===== config.mk =====
export PLATFORM = sky130hd
export DESIGN_NAME = iob_cpu_bus_adapter
export DESIGN_NICKNAME = d
export VERILOG_FILES = /design/src/rtl/iob_cpu_bus_adapter.sv
export SDC_FILE = /design/constraint.sdc
export NUM_CORES = 1
export LEC_CHECK = 0
export BUFFER_PORTS_ARGS = -buffer_cell sky130_fd_sc_hd__buf_4
export CAP_MARGIN = 5
export CORE_MARGIN = 2
export CORE_UTILIZATION = 40
export DETAILED_ROUTE_END_ITERATION = 10
export PLACE_DENSITY = 0.59
export SLEW_MARGIN = 20
export SYNTH_ARGS = -nofsm -noshare
export SYNTH_HDL_FRONTEND = slang
export SYNTH_SLANG_ARGS = --single-unit
export TNS_END_PERCENT = 20

===== constraint.sdc =====
create_clock -name clk -period 4.7 [get_ports clk]
set_input_delay 0 -clock clk [delete_from_list [all_inputs] [get_ports clk]]
set_output_delay 0 -clock clk [all_outputs]
set_load 0.02 [all_outputs]

===== src/rtl/iob_cpu_bus_adapter.sv =====
// rtl/iob_cpu_bus_adapter.sv - CPU cmd/rsp port to IOb native bus bridge
// Commands get strobes, remap and an alignment flag on entry; the FIFO head is issued one at a time.
module iob_cpu_bus_adapter #(
  parameter int ADDR_W   = 32,
  parameter int DATA_W   = 32,
  parameter int DEPTH    = 2,
  parameter int REMAP_EN = 0,
  parameter int E_BIT    = ADDR_W - 2,
  parameter int P_BIT    = ADDR_W - 3,
  localparam int NB      = DATA_W / 8,
  localparam int PW      = $clog2(DEPTH) + 1
) (
  input  logic              clk,
  input  logic              rst,
  input  logic              boot,
  input  logic              cpu_cmd_valid,
  output logic              cpu_cmd_ready,
  input  logic              cpu_cmd_wr,
  input  logic [ADDR_W-1:0] cpu_cmd_addr,
  input  logic [DATA_W-1:0] cpu_cmd_wdata,
  input  logic [1:0]        cpu_cmd_size,
  output logic              cpu_rsp_valid,
  output logic [DATA_W-1:0] cpu_rsp_rdata,
  output logic              cpu_rsp_error,
  output logic              mem_valid,
  output logic [ADDR_W-1:0] mem_addr,
  output logic [DATA_W-1:0] mem_wdata,
  output logic [NB-1:0]     mem_wstrb,
  input  logic [DATA_W-1:0] mem_rdata,
  input  logic              mem_ready,
  output logic [PW-1:0]     pending
);
  localparam int IW = $clog2(DEPTH);

  typedef enum logic {S_IDLE, S_ISSUE} state_t;

  state_t            state_q;
  logic [IW-1:0]     wr_ptr_q, rd_ptr_q, nxt_ptr;
  logic [PW-1:0]     pending_q;
  logic              mem_valid_q;
  logic [ADDR_W-1:0] mem_addr_q;
  logic [DATA_W-1:0] mem_wdata_q;
  logic [NB-1:0]     mem_wstrb_q;
  logic              rsp_valid_q, rsp_error_q;
  logic [DATA_W-1:0] rsp_rdata_q;

  logic              fifo_wr    [DEPTH];
  logic [ADDR_W-1:0] fifo_addr  [DEPTH];
  logic [DATA_W-1:0] fifo_wdata [DEPTH];
  logic [NB-1:0]     fifo_wstrb [DEPTH];
  logic              fifo_err   [DEPTH];

  int                in_n;
  logic [ADDR_W-1:0] in_off, in_addr;
  logic [NB-1:0]     in_lanes, in_wstrb;
  logic              in_err;

  logic              push, pop, fifo_empty, head_avail, nxt_avail;
  logic              head_wr, head_err, nxt_err;
  logic [ADDR_W-1:0] head_addr, nxt_addr;
  logic [DATA_W-1:0] head_wdata, nxt_wdata;
  logic [NB-1:0]     head_wstrb, nxt_wstrb;

  always_comb begin
    in_n     = 1 << cpu_cmd_size;
    in_off   = cpu_cmd_addr & ADDR_W'(NB - 1);
    in_lanes = '0;
    for (int b = 0; b < NB; b++) begin
      in_lanes[b] = (ADDR_W'(b) >= in_off) && (ADDR_W'(b) < in_off + ADDR_W'(in_n));
    end
    in_wstrb = cpu_cmd_wr ? in_lanes : '0;
    in_err   = ((cpu_cmd_addr & ADDR_W'(in_n - 1)) != '0) || (in_n > NB);
    in_addr  = cpu_cmd_addr;
    // Peripheral space is never remapped; otherwise boot flips the external-memory select.
    if (REMAP_EN != 0) begin
      in_addr[ADDR_W-1] = (cpu_cmd_addr[E_BIT] ^ ~boot) & ~cpu_cmd_addr[P_BIT];
    end
  end

  // An empty FIFO forwards the incoming command so issue starts the cycle after acceptance.
  always_comb begin
    push       = cpu_cmd_valid && cpu_cmd_ready;
    fifo_empty = (pending_q == '0);
    head_avail = !fifo_empty || push;
    nxt_ptr    = rd_ptr_q + IW'(1);
    nxt_avail  = (pending_q > PW'(1)) || push;
    if (fifo_empty) begin
      head_wr    = cpu_cmd_wr;
      head_addr  = in_addr;
      head_wdata = cpu_cmd_wdata;
      head_wstrb = in_wstrb;
      head_err   = in_err;
    end else begin
      head_wr    = fifo_wr[rd_ptr_q];
      head_addr  = fifo_addr[rd_ptr_q];
      head_wdata = fifo_wdata[rd_ptr_q];
      head_wstrb = fifo_wstrb[rd_ptr_q];
      head_err   = fifo_err[rd_ptr_q];
    end
    if (pending_q > PW'(1)) begin
      nxt_addr  = fifo_addr[nxt_ptr];
      nxt_wdata = fifo_wdata[nxt_ptr];
      nxt_wstrb = fifo_wstrb[nxt_ptr];
      nxt_err   = fifo_err[nxt_ptr];
    end else begin
      nxt_addr  = in_addr;
      nxt_wdata = cpu_cmd_wdata;
      nxt_wstrb = in_wstrb;
      nxt_err   = in_err;
    end
    pop = (state_q == S_IDLE) ? (head_avail && head_err) : mem_ready;
  end

  always_ff @(posedge clk) begin
    if (push) begin
      fifo_wr[wr_ptr_q]    <= cpu_cmd_wr;
      fifo_addr[wr_ptr_q]  <= in_addr;
      fifo_wdata[wr_ptr_q] <= cpu_cmd_wdata;
      fifo_wstrb[wr_ptr_q] <= in_wstrb;
      fifo_err[wr_ptr_q]   <= in_err;
    end
  end

  always_ff @(posedge clk or posedge rst) begin
    if (rst) begin
      state_q     <= S_IDLE;
      wr_ptr_q    <= '0;
      rd_ptr_q    <= '0;
      pending_q   <= '0;
      mem_valid_q <= 1'b0;
      mem_addr_q  <= '0;
      mem_wdata_q <= '0;
      mem_wstrb_q <= '0;
      rsp_valid_q <= 1'b0;
      rsp_error_q <= 1'b0;
      rsp_rdata_q <= '0;
    end else begin
      rsp_valid_q <= 1'b0;
      rsp_error_q <= 1'b0;
      if (push) wr_ptr_q <= wr_ptr_q + IW'(1);
      if (pop) rd_ptr_q <= nxt_ptr;
      pending_q <= pending_q + PW'(push) - PW'(pop);
      case (state_q)
        S_IDLE: begin
          if (head_avail) begin
            if (head_err) begin
              rsp_error_q <= 1'b1;
              rsp_valid_q <= ~head_wr;
              if (!head_wr) rsp_rdata_q <= '0;
            end else begin
              state_q     <= S_ISSUE;
              mem_valid_q <= 1'b1;
              mem_addr_q  <= head_addr;
              mem_wdata_q <= head_wdata;
              mem_wstrb_q <= head_wstrb;
            end
          end
        end
        S_ISSUE: begin
          if (mem_ready) begin
            rsp_valid_q <= ~head_wr;
            if (!head_wr) rsp_rdata_q <= mem_rdata;
            if (nxt_avail && !nxt_err) begin
              mem_addr_q  <= nxt_addr;
              mem_wdata_q <= nxt_wdata;
              mem_wstrb_q <= nxt_wstrb;
            end else begin
              state_q     <= S_IDLE;
              mem_valid_q <= 1'b0;
            end
          end
        end
        default: begin
          state_q     <= S_IDLE;
          mem_valid_q <= 1'b0;
        end
      endcase
    end
  end

  assign cpu_cmd_ready = !rst && (pending_q < PW'(DEPTH));
  assign cpu_rsp_valid = rsp_valid_q;
  assign cpu_rsp_error = rsp_error_q;
  assign cpu_rsp_rdata = rsp_rdata_q;
  assign mem_valid     = mem_valid_q;
  assign mem_addr      = mem_addr_q;
  assign mem_wdata     = mem_wdata_q;
  assign mem_wstrb     = mem_wstrb_q;
  assign pending       = pending_q;

endmodule


* Yosys cells after proc, flatten, opt, wreduce, memory -nomap -nowiden
Memories as Yosys holds them, arrays and structs flattened. Index checks and enable logic that the tools add are counted.
Word-level totals: input bits 104, logic and storage cells 115, bits in writable memories 140, register bits after elaboration 108, memories kept 5, bits in read-only memories 0, latch bits 0
Memory list:
- fifo_addr | words 2, width 32, read ports 2, clocked after Yosys merged registers in 0, wr ports 1, RTL line 48 | logic [ADDR_W-1:0] fifo_addr [DEPTH];
- fifo_wdata | words 2, width 32, read ports 2, clocked after Yosys merged registers in 0, wr ports 1, RTL line 49 | logic [DATA_W-1:0] fifo_wdata [DEPTH];
- fifo_wstrb | words 2, width 4, read ports 2, clocked after Yosys merged registers in 0, wr ports 1, RTL line 50 | logic [NB-1:0] fifo_wstrb [DEPTH];
- fifo_err | words 2, width 1, read ports 2, clocked after Yosys merged registers in 0, wr ports 1, RTL line 51 | logic fifo_err [DEPTH];
- fifo_wr | words 2, width 1, read ports 1, clocked after Yosys merged registers in 0, wr ports 1, RTL line 47 | logic fifo_wr [DEPTH];
Cells by class: multipliers 0, shift operators 1, eq/ne operators 8, bitwise gates (word level) 3, magnitude comparators 11, reduce and logical (&&, ||, !) cells 19, divide/modulo/power cells 0, mux-type cells 51, $add $sub $neg 6
Operator list (number):
- 32-bit two-way mux | 17
- 32-bit one-hot mux with 2 select lines | 3
- 1-bit by 32-bit < comparator with 1-bit output (first input constant) | 2
- 2-bit by 32-bit < comparator with 1-bit output (first input constant) | 2
- 2-bit by 32-bit adder with 32-bit output | 1
- 32-bit bitwise AND | 1
- 32-bit by 4-bit > comparator with 1-bit output (second input constant) | 1
- 32-bit nonzero test | 1
- 1-bit by 2-bit << shifter with 32-bit output (first input constant) | 1
- 32-bit by 2-bit subtractor with 32-bit output (second input constant) | 1
- 4-bit two-way mux | 7
- 1-bit two-way mux | 20
- 2-bit != test (second input constant) | 7
- 1-bit logical AND | 8
- 4-bit one-hot mux with 2 select lines | 1
- 4-bit AND reduction | 2
- 1-bit one-hot mux with 2 select lines | 3
- 5-bit AND reduction | 1
- 1-bit by 2-bit >= comparator with 1-bit output (first input constant) | 2
- 2-bit >= comparator (first input constant) | 2
- 1-bit logical NOT | 3
- 1-bit logical OR | 3
- 1-bit adder (second input constant) | 2
- 2-bit by 1-bit adder with 2-bit output | 1
- 6 further kinds | 7

* Logic depth before layout (Yosys ltp)
Gate-level depths: netlist (run 1).
word-level depth 11, mapped depth 14, mapped depth without buffers 14

* Worst setup path after synthesis (run 1)
OpenSTA, ideal clock, no wires.
path type reg-to-reg, start point register pending_q[1], in the netlist pending[1], end point memory fifo_addr[0][0], enable pin, path slack -76 ps, stages on the path, launching flop included 6, arrival 4277 ps, buffers on the path 1, library setup time 499 ps, required time 4201 ps, path through dfrtp_1 -> clkbuf_1 -> nor2_1 -> and2_1 -> inv_1 -> nor2_1
Between the ends: word-level cells in the longest chain between the ends 5
RTL lines:
- from (decl) | RTL line 39 | logic [PW-1:0] pending_q;
- from (signal assigned) | RTL line 142 | pending_q <= pending_q + PW'(push) - PW'(pop);
- 2-bit < comparator | RTL line 181 | assign cpu_cmd_ready = !rst && (pending_q < PW'(DEPTH));
- 1-bit logical AND | RTL line 181
- net cpu_cmd_ready | RTL line 17 | output logic cpu_cmd_ready,
- 1-bit logical AND | RTL line 82 | push = cpu_cmd_valid && cpu_cmd_ready;
- 1-bit two-way mux | RTL line 115 | if (push) begin
- 1-bit two-way mux (implied by the code) | RTL line 117 | fifo_addr[wr_ptr_q] <= in_addr;
- to (decl) | RTL line 48
The timed path passes the listed nets, and every way through them passes these cells.

* Worst setup path in the final report (run 1)
start point register pending_q[1], in the netlist pending[1], end point register mem_addr_q[8], in the netlist mem_addr[8]
Between the ends: word-level cells in the longest chain between the ends 7, elaborated cells between the ends (all ways) 23
RTL lines:
- 2-bit < comparator | RTL line 181
- 1-bit logical AND | RTL line 181
- 1-bit logical AND | RTL line 82
- 1-bit logical OR | RTL line 86 | nxt_avail = (pending_q > PW'(1)) || push;
- 1-bit logical AND | RTL line 163 | if (nxt_avail && !nxt_err) begin
- 2-bit by 1-bit != test with 1-bit output (no source line)
- 4-bit AND reduction (no source line)
- to (signal assigned) | RTL line 153 | mem_addr_q <= head_addr;
- to (signal assigned) | RTL line 164 | mem_addr_q <= nxt_addr;
- to (decl) | RTL line 41 | logic [ADDR_W-1:0] mem_addr_q;
Parallel ways exist; a longest one is shown, timed or not. The select of a mux whose other input is x is not followed. A chain may end at the register's enable or synchronous reset.

==> results.json, run 1 <==
{
  "setup_viol_count_final": 0,
  "syn-cell-area_sq_mm": 0.0115,
  "overflow": 0,
  "finalHoldViolCount": 0,
  "grt_pass1_wl_mm": 46.5,
  "first_pass_iters": 4,
  "combPwrFrac": 0.454,
  "ir_drop_mv": 0.343,
  "period_needed_ps": 3080,
  "ys.warnings.count": 0,
  "internal-power_uw": 6240,
  "ys_async_sr_fraction": 0.435,
  "drt_iter0_drc": 441,
  "cp_data_arrival_time_ps": 3550,
  "clk_latency_ps": 530,
  "clock_skew_ps": 17.5,
  "period_share": 0.656,
  "core_sq_mm": 0.0285,
  "gp_congestion": 0.727,
  "clockPowerShare": 0.209,
  "viasPerCell": 5.19,
  "layout_common_cells": "buf_4, nand2_1, edfxtp_1, mux2i_1, dfrtp_1",
  "cp_top_family": "compound AO/OA/AOI/OAI gates",
  "min_path_type": "input pin to flop",
  "track_usage": 0.191,
  "cts_buffer_depth": 3,
  "crit_type": "flop to flop",
  "path_clk_slew_ps": 60,
  "grt.met1_usage": 0.247,
  "antenna_found_initial": 1,
  "seqPwrFrac": 0.336,
  "wire_per_inst_um": 17.8,
  "root_buffer": "clkbuf_16",
  "fin_util": 0.536,
  "netlist_instances": 948,
  "p_sw_uw": 3810,
  "max_slew_margin": 0.305,
  "dr_total_vias": 8484,
  "cts-resized-gates": 0,
  "yosys.cell_types.count": 44,
  "ys_seq_elements": 248,
  "drv_cap": 0,
  "tns_ps": 0,
  "cts_sinks": 248,
  "start_util": 0.404,
  "die_height_um": 174,
  "die-area_sq_mm": 0.0302,
  "final_common_cell": "buf_4",
  "worstSetupStartpointType": "flop",
  "globalRoute.busiestLayer": "met2",
  "worstMarginPinSlew_ps": 1040,
  "cts_buffers": 27,
  "portBuffers": 208,
  "fmax_mhz": 324,
  "cp_slowest_cell": "o221a_4",
  "drc": 0,
  "wl_mm": 29.1,
  "switching_share": 0.379,
  "num_rows": 62,
  "area_delta_synth_final_pct": 32.8,
  "worstPathCellList": "or2_4 -> nand2_1 -> o21ai_4 -> o221a_4 -> buf_4 -> o221a_2",
  "met2_usage": 0.334,
  "p_leak_uw": 0.00629,
  "cpPeakStageDelay_ps": 850,
  "htreeDepth": 1,
  "grt_max_degree": 84,
  "rsz0062_at_grt": "no",
  "avgSynthCellArea_sq_um": 12.2,
  "grtUsageMet3": 0.0382,
  "end_kind": "flop",
  "seq_area_frac_synth": 0.599,
  "grt_pass1_vias": 8792,
  "synth_ff_type": "edfxtp_1",
  "setup_slack_ps": 1620,
  "synth_edf_count": 140,
  "critical_path_buf_inv_count": 1,
  "cts_tree": "done",
  "drtAntennaViolNets": 0,
  "hpwl_mm": 16.8,
  "die_w_um": 174,
  "syn_nets": 1060,
  "drive_gt1_frac": 0.279,
  "nNetsFinal": 1341,
  "powerDensity_mw_per_mm2": 656,
  "drv_slew": 0,
  "cp.required_ps": 5170,
  "io_pins": 210,
  "post_cts_buffers": 0,
  "status": "complete, no violations",
  "path_max_fanout": 54,
  "place_ws_ps": 1230,
  "power_uw": 10000
}
==> power groups by stage <==
stage / sequential, uW / clock [uW] / combinational, uW
5_1_grt: 3460 / 2240 / 4970
6_report: 3380 / 2100 / 4560
3_3_place_gp: 3400 / 0 / 4480
3_5_place_dp: 3400 / 0 / 4550
4_1_cts: 3380 / 2150 / 4620
2_1_floorplan: 3730 / 0 / 2760
==> cell families (layout without fill, tap and decap cells) <==
family	after synthesis	in the layout	synth area share
other	0	1	0
and+or+nand+nor	248	248	0.0894
xor gates and xnor gates	5	5	0.00380
adders and majority gates	8	8	0.00934
buffers and inverters	84	385	0.0315
DFF	248	248	0.599
muxes	166	166	0.147
AOI/OAI and AO/OA	189	189	0.119
==> repair_timing <==
item / 4_1_cts / 5_1_grt
endpoints found under the setup margin: 0 / 0
hold buffers: 100 / 0
endpoints found under the hold margin: 278 / 0
==> layout make-up <==
type	count	area, sq um
clock buffers	36	729
inverters	14	55.1
well taps	384	480
multi-input cells	616	4310
repair buffers	322	2680
diodes	1	2.50
clock inverters	13	141
flip-flops and latches	248	6910
fillers	2462	13200
==> registers in the layout (all words and copies together), names as in the netlist, 2 cells and up <==
register	cells
mem_addr	32
fifo_addr	64
fifo_err	2
mem_wstrb	4
fifo_wr	2
pending	2
fifo_wstrb	8
cpu_rsp_rdata	32
mem_wdata	32
fifo_wdata	64
==> synth_stat cells, types with 3 or more instances <==
| cell | count | area share |
|---|---|---|
| or2_2 | 3 | 0.0016 |
| nor2b_1 | 4 | 0.0022 |
| mux2_2 | 30 | 0.029 |
| inv_1 | 14 | 0.0046 |
| xnor2_1 | 4 | 0.0030 |
| a221oi_1 | 28 | 0.021 |
| and2_1 | 3 | 0.0016 |
| mux2i_1 | 136 | 0.12 |
| buf_6 | 3 | 0.0029 |
| nor3_1 | 30 | 0.013 |
| edfxtp_1 | 140 | 0.36 |
| nor4_1 | 3 | 0.0016 |
| buf_2 | 11 | 0.0048 |
| ha_1 | 7 | 0.0076 |
| nand2_1 | 146 | 0.048 |
| nand2b_1 | 4 | 0.0022 |
| o21ai_0 | 69 | 0.030 |
| a21oi_1 | 41 | 0.018 |
| clkbuf_1 | 47 | 0.015 |
| buf_1 | 6 | 0.0020 |
| buf_4 | 3 | 0.0020 |
| o221a_2 | 36 | 0.035 |
| nor2_1 | 50 | 0.016 |
| dfrtp_1 | 108 | 0.23 |
==> per-layer routing <==
metal | part of all wire | vias to the layer above | wire, um
met5 | 0 | - | 0
met4 | 0.014 | 0 | 418
met3 | 0.056 | 32 | 1630
met2 | 0.48 | 210 | 14100
met1 | 0.45 | 4179 | 13000
li1 | - | 4063 | -
==> through the flow <==
| stage | instances | instance area, sq um | hold slack [ps] |
|---|---|---|---|
| finish | 1634 | 15300 | 70.4 |
| global route | 1634 | 15300 | 70.4 |
| CTS | 1633 | 15300 | 45.1 |
| detailed placement | 1484 | 13400 | 198 |
| global placement | 1484 | 13400 | 195 |
| floorplan | 948 | 11500 | 84.4 |
==> final timing paths <==
| check | from | endpoint | slack [ps] | cells after the start |
|---|---|---|---|---|
| worst max-delay path | pending[1]$_DFF_PP0_ | mem_addr[8]$_DFFE_PP0P_ | 1620 | 6 |
| worst min-delay path | cpu_cmd_size[1] | fifo_err[1]$_DFFE_PP_ | 70 | 2 |
| worst max register to register | pending[1]$_DFF_PP0_ | mem_addr[8]$_DFFE_PP0P_ | 1620 | 6 |
| worst min register to register | mem_addr[29]$_DFFE_PP0P_ | mem_addr[29]$_DFFE_PP0P_ | 500 | 1 |
| max in group asynchronous | rst | mem_wdata[10]$_DFFE_PP0P_ | 3290 | 4 |
| min in group asynchronous | rst | cpu_rsp_valid$_DFF_PP0_ | 260 | 3 |
Power figures use the tool's default switching activity.
==> run 2, diff against run 1 <==
==> constraint.sdc (replaced) <==
create_clock -name clk -period 3.1 [get_ports clk]
set_input_delay 0 -clock clk [delete_from_list [all_inputs] [get_ports clk]]
set_output_delay 0 -clock clk [all_outputs]
set_load 0.02 [all_outputs]
==> run 2 against run 1 <==
Effect of this change:
- core utilization is 0.73 points higher
- fmax is 15% higher
- power is 55% higher
- combinational power is 59% higher
- cell count is 0.55% higher
- global-route usage is 0.20 points higher
- sequential cell count stayed put
- sequential power is 47% higher
- critical endpoint is now cpu_rsp_rdata[12]$_DFFE_PP0P_
- wire length hardly changed
- count of clock-buffer cells in the layout is 3 lower
- die area stayed put
- design area is 1.4% higher
==> results.json, run 2 (synthesis gave the netlist of run 1 again) <==
{
  "drv_slew": 0,
  "cts_tree": "done",
  "dr_total_vias": 8494,
  "gp_congestion": 0.734,
  "cts_buffer_depth": 3,
  "post_cts_buffers": 0,
  "status": "complete, no violations",
  "drive_gt1_frac": 0.292,
  "drc": 0,
  "cpPeakStageDelay_ps": 620,
  "die_height_um": 174,
  "cp.required_ps": 3530,
  "reg.largest.list": "fifo_addr (64), fifo_wdata (64)",
  "ir_drop_mv": 0.514,
  "placed_cell_area_sq_mm": 0.0136,
  "hold_ws_ps": 18.4,
  "finalHoldViolCount": 0,
  "first_pass_iters": 4,
  "drtAntennaViolNets": 0,
  "setup_viol_count_final": 0,
  "cts_sinks": 248,
  "end_kind": "flop",
  "core_sq_mm": 0.0285,
  "min_path_type": "input pin to flop",
  "fillers": 2490,
  "p_leak_uw": 0.00639,
  "antenna_found_initial": 0,
  "globalRoute.busiestLayer": "met2",
  "drv_cap": 0,
  "num_rows": 62,
  "worstSetupStartpointType": "flop",
  "cts_buffers": 27,
  "root_buffer": "clkbuf_16",
  "fin_util": 0.544,
  "place_inst": 1494,
  "wl_mm": 29.1,
  "final_common_cell": "buf_4",
  "power_uw": 15600,
  "grt_pass1_vias": 8843,
  "grt_max_degree": 80,
  "grt.met1_usage": 0.258,
  "reg2reg_setup_slack_ps": 410,
  "overflow": 0,
  "stdcell_area_sq_mm": 0.0155,
  "drt_iter0_drc": 454,
  "fmax_mhz": 372,
  "grtUsageMet3": 0.0421,
  "viasPerCell": 5.17,
  "seqCellArea_sq_mm": 0.00691,
  "period_needed_ps": 2690,
  "met2_usage": 0.321,
  "grt_pass1_wl_mm": 47.0,
  "powerDensity_mw_per_mm2": 1000,
  "htreeDepth": 1,
  "worstMarginPinSlew_ps": 1060,
  "area_delta_synth_final_pct": 34.6,
  "final_cells": 1643,
  "clk_latency_ps": 530,
  "period_share": 0.868,
  "diodes": 0,
  "wire_per_inst_um": 17.7,
  "worstPathCellList": "or2_2 -> buf_4 -> nor2_1 -> a21oi_1 -> or2_2 -> nand2_1 -> o21ai_0",
  "crit_type": "flop to flop",
  "path_max_fanout": 51,
  "die-area_sq_mm": 0.0302,
  "start_util": 0.404,
  "die_w_um": 174,
  "multiInputGateArea_sq_mm": 0.00430,
  "path_clk_slew_ps": 70,
  "hpwl_mm": 17.5,
  "nNetsFinal": 1350,
  "cp_data_arrival_time_ps": 3120,
  "rsz0062_at_grt": "no",
  "portBuffers": 208,
  "io_pins": 210,
  "cp_slowest_cell": "or2_2",
  "track_usage": 0.193,
  "max_slew_margin": 0.292,
  "layout_common_cells": "buf_4, nand2_1, edfxtp_1, mux2i_1, dfrtp_1",
  "clock_skew_ps": 10.3,
  "path_common_cell": "or2_2"
}
[run 2: per-layer routing]
layer / wire, um / share of wire
met1: 12900 / 0.44
met2: 13900 / 0.48
met3: 1790 / 0.061
met4: 589 / 0.020
met5: 0 / 0
[run 2: worst paths after layout]
| path | depth (start not counted) | endpoint | startpoint |
|---|---|---|---|
| setup / recovery | 7 | cpu_rsp_rdata[12]$_DFFE_PP0P_ | pending[0]$_DFF_PP0_ |
| hold reg to reg | 1 | mem_addr[29]$_DFFE_PP0P_ | mem_addr[29]$_DFFE_PP0P_ |
| setup reg to reg | 7 | cpu_rsp_rdata[12]$_DFFE_PP0P_ | pending[0]$_DFF_PP0_ |
| max in group asynchronous | 4 | mem_wdata[1]$_DFFE_PP0P_ | rst |
| min in group asynchronous | 3 | cpu_rsp_rdata[10]$_DFFE_PP0P_ | rst |
| hold / removal | 4 | cpu_rsp_error$_DFF_PP0_ | cpu_cmd_valid |
[run 2: cell type report]
cell class | instances | share of cell area
multi-input combinational | 616 | 0.277
inverter | 14 | 0.00355
timing repair buffer | 331 | 0.182
tap | 384 | 0.0310
sequential | 248 | 0.446
clock inverter | 17 | 0.0105
clock buffer | 33 | 0.0503
[run 2: worst max-delay path, delay by kind of cell, from the launching register on]
kind            cells  cell delay (ps)
compound gates      2              590
buf+inv             1              500
flops               1              420
simple gates        4             1060
[run 2: stage by stage]
stage	setup WS (ps)	setup TNS, ps
2_1_floorplan	-95.1	-6660
3_3_place_gp	247	0
3_5_place_dp	106	0
4_1_cts	404	0
5_1_grt	144	0
6_report	409	0
[run 2: repair_timing]
item                                   4_1_cts  5_1_grt
resized for setup                            0        0
hold buffers                                99        0
endpoints found under the hold margin      259        0
[run 2: report_power, final]
part	switching, uW	internal, uW
registers	558	4420
clock network	1340	1970
logic	3960	3290
total	5860	9690
==> run 3, diff against run 2 <==
==> constraint.sdc (replaced) <==
create_clock -name clk -period 2.5 [get_ports clk]
set_input_delay 0 -clock clk [delete_from_list [all_inputs] [get_ports clk]]
set_output_delay 0 -clock clk [all_outputs]
set_load 0.02 [all_outputs]
==> run 3 against run 2 <==
Effect of this change:
- die area unchanged
- critical path depth up 6
- wire length increased by 2.8%
- setup slack got worse by 380 ps
- design area grew 1.4%
- global-route usage up 0.53 points
- non-clock buffer count rose by 24
- via count is 1.0% higher
- power up 25%
- cell count is 1.5% higher
- count of clock-buffer cells in the layout grew 7
- largest power group unchanged
==> results.json, run 3 (synthesis gave the netlist of run 1 again) <==
{
  "status": "complete, no violations",
  "reg2regPathDepth": 7,
  "cts_buffers": 28,
  "switching_share": 0.375,
  "start_util": 0.404,
  "cp.required_ps": 2900,
  "layout_common_cells": "buf_4, nand2_1, edfxtp_1, mux2i_1, dfrtp_1",
  "min_path_type": "input pin to async pin",
  "path_clk_slew_ps": 60,
  "placed_cell_area_sq_mm": 0.0139,
  "grt_pass1_wl_mm": 48.2,
  "dr_total_vias": 8583,
  "clockPowerShare": 0.202,
  "num_rows": 62,
  "hpwl_mm": 18.2,
  "die_w_um": 174,
  "worstSetupStartpointType": "input pin",
  "critical_path_buf_inv_count": 4,
  "grt_pass1_vias": 9020,
  "cts_tree": "done",
  "rsz0062_at_grt": "yes",
  "cts_buffer_depth": 3,
  "drt_iter0_drc": 467,
  "setup_viol_count_final": 0,
  "drive_gt1_frac": 0.295,
  "nNetsFinal": 1375,
  "wl_met1_mm": 13.6,
  "antenna_found_initial": 1,
  "portBuffers": 208,
  "finalHoldViolCount": 0,
  "path_max_fanout": 5,
  "drtAntennaViolNets": 0,
  "max_slew_margin": 0.402,
  "period_share": 0.988,
  "wire_per_inst_um": 17.9,
  "cpPeakStageDelay_ps": 540,
  "grt_max_degree": 61,
  "powerDensity_mw_per_mm2": 1240,
  "die-area_sq_mm": 0.0302,
  "wl_met3_mm": 1.68,
  "io_pins": 210,
  "cp_top_family": "compound AO/OA/AOI/OAI gates",
  "clock_skew_ps": 9.35,
  "combPwrFrac": 0.482,
  "end_kind": "flop",
  "first_pass_iters": 4,
  "wl_mm": 29.9,
  "wl_met2_mm": 14.1,
  "track_usage": 0.198,
  "die_height_um": 174,
  "crit_type": "input pin to flop",
  "root_buffer": "clkbuf_16",
  "p_leak_uw": 0.00649,
  "clk_latency_ps": 530,
  "highest_layer": "met4",
  "seqPwrFrac": 0.316,
  "cts_sinks": 248,
  "p_sw_uw": 7290,
  "cp_slowest_cell": "dlygate4sd3_1",
  "htreeDepth": 1,
  "reg2reg_setup_slack_ps": 120,
  "cp_data_arrival_time_ps": 2870,
  "hold_ws_ps": 126,
  "ir_drop_mv": 0.642,
  "reg2reg_from": "pending[1]$_DFF_PP0_",
  "stdcell_area_sq_mm": 0.0157,
  "drv_cap": 0,
  "drc": 0,
  "final_common_cell": "buf_4",
  "reg.largest.list": "fifo_addr (64), fifo_wdata (64)",
  "cp.depth": 13,
  "worstPathCellList": "dlygate4sd3_1 -> buf_4 -> or4_1 -> o41ai_2 -> o311ai_2 -> o21ai_4 -> o21a_1 -> inv_1 -> ha_1 -> inv_1 -> ha_1 -> xnor2_1 -> xnor2_1",
  "drv_slew": 0,
  "internal-power_uw": 12200,
  "viasPerCell": 5.15,
  "overflow": 0,
  "period_needed_ps": 2470,
  "power_uw": 19500,
  "area_delta_synth_final_pct": 36.5,
  "gp_congestion": 0.742,
  "fmax_mhz": 405,
  "worstMarginPinSlew_ps": 897,
  "crit_path_start": "cpu_cmd_addr[31]",
  "core_sq_mm": 0.0285
}
==> run 3: layout make-up <==
class / instances / area (sq um)
well taps: 384 / 480
flip-flops and latches: 248 / 6910
inverters: 14 / 55.1
diodes: 1 / 2.50
multi-input cells: 616 / 4320
fillers: 2448 / 12800
repair buffers: 355 / 3090
clock inverters: 10 / 96.3
clock buffers: 40 / 777
==> run 3: worst min-delay path: stages <==
cell	delay, ps
dlygate4sd3_1	550
buf_4	160
inv_4	390
==> run 3: power groups by stage <==
| stage | combinational (uW) | sequential (uW) | clock, uW |
|---|---|---|---|
| 6_report | 9380 | 6150 | 3920 |
| 4_1_cts | 9450 | 6160 | 4030 |
| 3_3_place_gp | 9200 | 6200 | 0 |
| 5_1_grt | 10200 | 6300 | 4190 |
| 3_5_place_dp | 9330 | 6200 | 0 |
| 2_1_floorplan | 5200 | 7010 | 0 |
==> run 3: worst paths after layout <==
check,to
min in group clk,cpu_rsp_rdata[17]$_DFFE_PP0P_
hold / removal,rd_ptr_q$_DFFE_PP0N_
setup reg to reg,cpu_rsp_rdata[9]$_DFFE_PP0P_
hold reg to reg,mem_wdata[0]$_DFFE_PP0P_
max in group asynchronous,pending[1]$_DFF_PP0_
setup / recovery,pending[1]$_DFF_PP0_
==> run 3: what timing repair did <==
item	4_1_cts	5_1_grt
hold buffers	100	0
resized for setup	0	1
buffers inserted	0	0
setup endpoints to repair	0	16
hold endpoints to repair	294	0
==> run 3: layer usage <==
layer / vias to the layer above / global-route usage
met2: 212 / 0.329
met5: - / 0
met4: 0 / 0.0511
met3: 47 / 0.0408
met1: 4192 / 0.267
li1: 4132 / -
==> run 3: metrics by stage <==
stage | setup TNS [ps] | setup slack, ps | util | cells
floorplan | -38690 | -346 | - | 948
global placement | -4830 | -193 | 0.485 | 1517
detailed placement | -8080 | -221 | 0.485 | 1517
CTS | 0 | 6.98 | 0.551 | 1667
global route | -109 | -108 | 0.551 | 1668
finish | 0 | 30.4 | 0.551 | 1668
